## config.mk

```make
export PLATFORM = sky130hd
export DESIGN_NAME = move_commit
export DESIGN_NICKNAME = d
export VERILOG_FILES = /design/src/rtl/move_commit.sv
export SDC_FILE = /design/constraint.sdc
export NUM_CORES = 1
export LEC_CHECK = 0
export ABC_CLOCK_PERIOD_IN_PS = 3200
export BUFFER_PORTS_ARGS = -buffer_cell sky130_fd_sc_hd__buf_2
export CAP_MARGIN = 30
export CORE_MARGIN = 2
export CORE_UTILIZATION = 55
export CTS_CLUSTER_SIZE = 16
export DETAILED_ROUTE_END_ITERATION = 6
export PLACE_DENSITY = 0.8
export RECOVER_POWER = 100
export SLEW_MARGIN = 0
export SYNTH_ARGS = -nofsm -noshare
export SYNTH_HDL_FRONTEND = slang
export SYNTH_SLANG_ARGS = --single-unit
```

## constraint.sdc

```tcl
create_clock -name clk -period 3.2 [get_ports clk]
set_input_delay 0.16 -clock clk [delete_from_list [all_inputs] [get_ports clk]]
set_output_delay 0.16 -clock clk [all_outputs]
set_load 0.01 [all_outputs]
```

## src/rtl/move_commit.sv

```systemverilog
// Commits a one-hot arbiter grant as the current player's move on a 36-cell board.
// Tracks both players' occupancy, alternates turns, and flags illegal grants and a full board.
module move_commit #(
    parameter int unsigned N  = 36,
    parameter int unsigned IW = 6
) (
    input  logic          clk,
    input  logic          reset,
    input  logic [N-1:0]  grant,
    input  logic          grant_valid,
    output logic          grant_ready,
    input  logic          new_game,
    output logic [N-1:0]  board_x,
    output logic [N-1:0]  board_o,
    output logic          cur_player,
    output logic [IW-1:0] move_idx,
    output logic          move_valid,
    output logic          err_illegal,
    output logic          board_full
);

    typedef enum logic [1:0] {StAccept, StCheck, StFull} state_e;

    state_e        r_state;
    logic [N-1:0]  r_grant;
    logic [N-1:0]  r_board_x;
    logic [N-1:0]  r_board_o;
    logic          r_cur_player;
    logic [IW-1:0] r_move_idx;
    logic          r_move_valid;
    logic          r_err_illegal;
    logic          r_board_full;

    logic [N-1:0]  w_occupied;
    logic          w_multi;
    logic          w_illegal;
    logic          w_full_after;
    logic [IW-1:0] w_idx;

    assign w_occupied   = r_board_x | r_board_o;
    // Clearing the lowest set bit leaves something only when more than one bit was set.
    assign w_multi      = (r_grant & (r_grant - N'(1))) != '0;
    assign w_illegal    = (r_grant == '0) || w_multi || ((r_grant & w_occupied) != '0);
    assign w_full_after = (w_occupied | r_grant) == '1;

    always_comb begin
        w_idx = '0;
        for (int i = 0; i < N; i++) begin
            if (r_grant[i]) begin
                w_idx = IW'(i);
            end
        end
    end

    always_ff @(posedge clk) begin
        if (reset || new_game) begin
            r_state       <= StAccept;
            r_grant       <= '0;
            r_board_x     <= '0;
            r_board_o     <= '0;
            r_cur_player  <= 1'b0;
            r_move_idx    <= '0;
            r_move_valid  <= 1'b0;
            r_err_illegal <= 1'b0;
            r_board_full  <= 1'b0;
        end else begin
            r_move_valid  <= 1'b0;
            r_err_illegal <= 1'b0;
            case (r_state)
                StAccept: begin
                    if (grant_valid) begin
                        r_grant <= grant;
                        r_state <= StCheck;
                    end
                end
                StCheck: begin
                    if (w_illegal) begin
                        r_err_illegal <= 1'b1;
                        r_state       <= StAccept;
                    end else begin
                        if (r_cur_player) begin
                            r_board_o <= r_board_o | r_grant;
                        end else begin
                            r_board_x <= r_board_x | r_grant;
                        end
                        r_move_idx   <= w_idx;
                        r_move_valid <= 1'b1;
                        r_cur_player <= ~r_cur_player;
                        if (w_full_after) begin
                            r_board_full <= 1'b1;
                            r_state      <= StFull;
                        end else begin
                            r_state <= StAccept;
                        end
                    end
                end
                StFull: begin
                    r_state <= StFull;
                end
                default: begin
                    r_state <= StAccept;
                end
            endcase
        end
    end

    assign grant_ready = (r_state == StAccept);
    assign board_x     = r_board_x;
    assign board_o     = r_board_o;
    assign cur_player  = r_cur_player;
    assign move_idx    = r_move_idx;
    assign move_valid  = r_move_valid;
    assign err_illegal = r_err_illegal;
    assign board_full  = r_board_full;

endmodule
```

==> flow_metrics.tcl <==
set metrics [dict create \
    power.internal_uw 2810 \
    initial_utilization_pct 56.3 \
    synth_cell_type_count 50 \
    vias 6632 \
    rsz0062_at_grt "false" \
    r2r_start "r_grant[25]$_SDFFE_PP0P_" \
    cts_sinks 120 \
    report.power.total_uw 3850 \
    coreArea_sq_um 10200 \
    ys_warn_count 0 \
    p_leak_uw 0.00266 \
    path_max_fanout 42 \
    dp_hpwl_um 15600 \
    r2r_cells 8 \
    yosys.area_share.xor_xnor_pct 0 \
    synth_seq_area_share_pct 41.7 \
    via_per_inst 6.23 \
    clk_pin_slew_worst_paths_ns 0.06 \
    die_x_um 106 \
    drv_slew 0 \
    relSlewSlack_pct 26.0 \
    cts-root-buf "clkbuf_8" \
    holdPathStages 3 \
    hold_violations 0 \
    dp.cells 997 \
    ys_ff_latch 120 \
    criticalPathCategory "flop to flop" \
    rows 37 \
    status "completed" \
    rr_endpoint "move_idx[3]$_SDFFE_PP0P_" \
    synth_edf_count 0 \
    hp-start "grant_valid" \
    stdcell_count 1065 \
    min_period_ns 3.07 \
    wire_per_inst_um 20.6 \
    synth_flop_cell "dfxtp_1" \
    mostFrequentLayoutCells "nand2_1, dfxtp_1, o21ai_0" \
    drt_first_pass_iters 7 \
    fin_crit_sh_pct 95.9 \
    drv_cap 0 \
    dieArea_sq_um 11300 \
    n_antenna_cell 0 \
    syn_inst 782 \
    crit_path_end_kind "flop" \
    vdd_drop_max_v 0.000315 \
    synth_compound_area_share_pct 20.9 \
    insertion_delay_ns 0.53 \
    finClkSkew_ns 0.00746 \
    first_global_vias 6332 \
    netlist_area_sq_um 5760 \
    power_frac_clock_pct 49.0 \
    synthSimpleGateAreaFrac_pct 29.1 \
    syn_avg_cell_area_sq_um 7.36 \
    start_kind "flop" \
    tightestPinTransition_ns 1.11 \
    drtIter0Drc 595 \
    final_area_sq_um 7330 \
    grt_pass1_wl_um 33600 \
    worstHoldEndpoint "r_state[1]$_SDFFE_PP0P_" \
    final_common_cell "nand2_1" \
    drive_above_1_share_pct 11.7 \
    overflow 0 \
    crit_required_ns 3.65 \
    routed_wl_um 22000 \
    antenna_found_initial 0 \
    p_per_area_nw_per_um2 526 \
    drc 0 \
    power.switching_uw 1040 \
    synthArstFlopShare_pct 0 \
    clockBufferDepth 2 \
    clock.fmax_mhz 326 \
    place_area_sq_um 6500 \
    dieHeight_um 106 \
    timing.hold.worst.class "input pin to flop" \
    grt_max_degree 51 \
    syn2layout_area_growth_pct 27.2 \
    comb_power_share_pct 10.9 \
    synth_mux_area_share_pct 0.891 \
    synth_top_family_by_area "simple AND/OR/NAND/NOR gates" \
    sw_frac_of_total_pct 27.0 \
    synth_fa_ha_area_share_pct 0.348 \
    nets 956 \
    worstPathArrival_ns 3.52 \
    cts_tree "built" \
    ios 123 \
    htree_levels 4 \
    cts_buffers 17 \
    reg2reg_slack_ns 0.13 \
    finalSetupTns_ns 0 \
    synth_nets 822 \
    p_seq_share_pct 40.2 \
    io_buffer_count 122 \
    gp_congestion 0.977 \
    finalSetupViolations 0 \
    antenna_left 0 \
    grtUsageTotal_pct 38.5 \
]
## worst max-delay path by stage
stage / start / endpoint / slack, ns
finish: r_grant[25]$_SDFFE_PP0P_ / move_idx[3]$_SDFFE_PP0P_ / 0.13
global route: r_grant[25]$_SDFFE_PP0P_ / board_o[11]$_SDFFE_PP0P_ / 0.03
CTS: r_grant[20]$_SDFFE_PP0P_ / r_state[1]$_SDFFE_PP0P_ / 0.11
detailed placement: r_grant[20]$_SDFFE_PP0P_ / move_idx[3]$_SDFFE_PP0P_ / 0.18
global placement: r_grant[20]$_SDFFE_PP0P_ / move_idx[3]$_SDFFE_PP0P_ / 0.24
floorplan: r_grant[1]$_SDFFE_PP0P_ / move_idx[3]$_SDFFE_PP0P_ / 0.66
## cells by family (layout without fill, tap and decap cells)
family,Yosys count,after routing
flops,120,120
mux,5,5
simple gates,339,339
compound gates,210,210
fa+ha+maj,2,2
buf+inv,106,253
## flip-flops by register name (all words and copies together) (netlist names)
name,count
move_valid,1
move_idx,6
board_full,1
cur_player,1
err_illegal,1
r_state,2
board_x,36
board_o,36
r_grant,36
## critical path, stage by stage (launching register included)
cell      delay, ns
dfxtp_1        0.42
nor4_1         0.56
nand4_1        0.33
o41ai_1        0.40
o311ai_1       0.26
nor4_4         0.38
nand3_2        0.15
buf_6          0.26
mux2i_1        0.22
## timing repair
action,in CTS,in global routing
resized for setup,0,2
endpoints found under the hold margin,36,0
endpoints found under the setup margin,0,79
setup buffers,0,0
hold buffers,36,0
## power groups by stage
stage / Clock (uW) / Sequential [uW] / Combinational [uW]
CTS: 1880 / 1540 / 410
finish: 1890 / 1550 / 418
global route: 1960 / 1550 / 449
detailed placement: 0 / 1580 / 373
global placement: 0 / 1580 / 367
floorplan: 0 / 1550 / 265
## synth_stat cells, types with 3 or more instances
| master | count | area share (%) |
|---|---|---|
| o21ai_1 | 67 | 5.8 |
| a211oi_1 | 6 | 0.78 |
| nor2_1 | 17 | 1.1 |
| a41oi_1 | 3 | 0.46 |
| and2_1 | 3 | 0.33 |
| nand2_1 | 162 | 11 |
| nor3_1 | 42 | 3.7 |
| o31ai_1 | 6 | 0.78 |
| clkbuf_1 | 63 | 4.1 |
| nor4_2 | 4 | 0.87 |
| nor4_4 | 5 | 1.8 |
| o41ai_1 | 3 | 0.46 |
| dfxtp_1 | 120 | 42 |
| mux2i_1 | 4 | 0.70 |
| nand3_1 | 51 | 4.4 |
| o21ai_0 | 55 | 4.8 |
| nor4_1 | 19 | 2.1 |
| buf_2 | 6 | 0.52 |
| o211ai_1 | 4 | 0.52 |
| inv_1 | 37 | 2.4 |
| nand4_1 | 24 | 2.6 |
| a21oi_1 | 43 | 3.7 |
## stage by stage
| step | hold slack [ns] | utilization, % | worst slack (ns) |
|---|---|---|---|
| 3_5_place_dp | 0.406 | 63.5 | 0.177 |
| 4_1_cts | 0.0236 | 72.7 | 0.110 |
| 3_3_place_gp | 0.400 | 63.5 | 0.237 |
| 5_1_grt | 0.0436 | 71.6 | 0.0276 |
| 2_1_floorplan | 0.296 | - | 0.663 |
| 6_report | 0.0201 | 71.6 | 0.131 |
## layout make-up
| cell class | count | area [sq um] |
|---|---|---|
| flip-flops and latches | 120 | 2400 |
| repair buffers | 184 | 1070 |
| clock buffers | 19 | 432 |
| well taps | 136 | 170 |
| fillers | 886 | 2900 |
| multi-input cells | 556 | 2970 |
| clock inverters | 13 | 148 |
| inverters | 37 | 139 |
## per-layer routing
metal	up-vias	part of all wire, %	global-route usage (%)
met5	-	0	0
met4	0	4.6	20.1
met3	85	9.0	7.66
met2	428	48	64.3
met1	3078	38	46.9
li1	3041	-	-
Power figures use the tool's default switching activity.
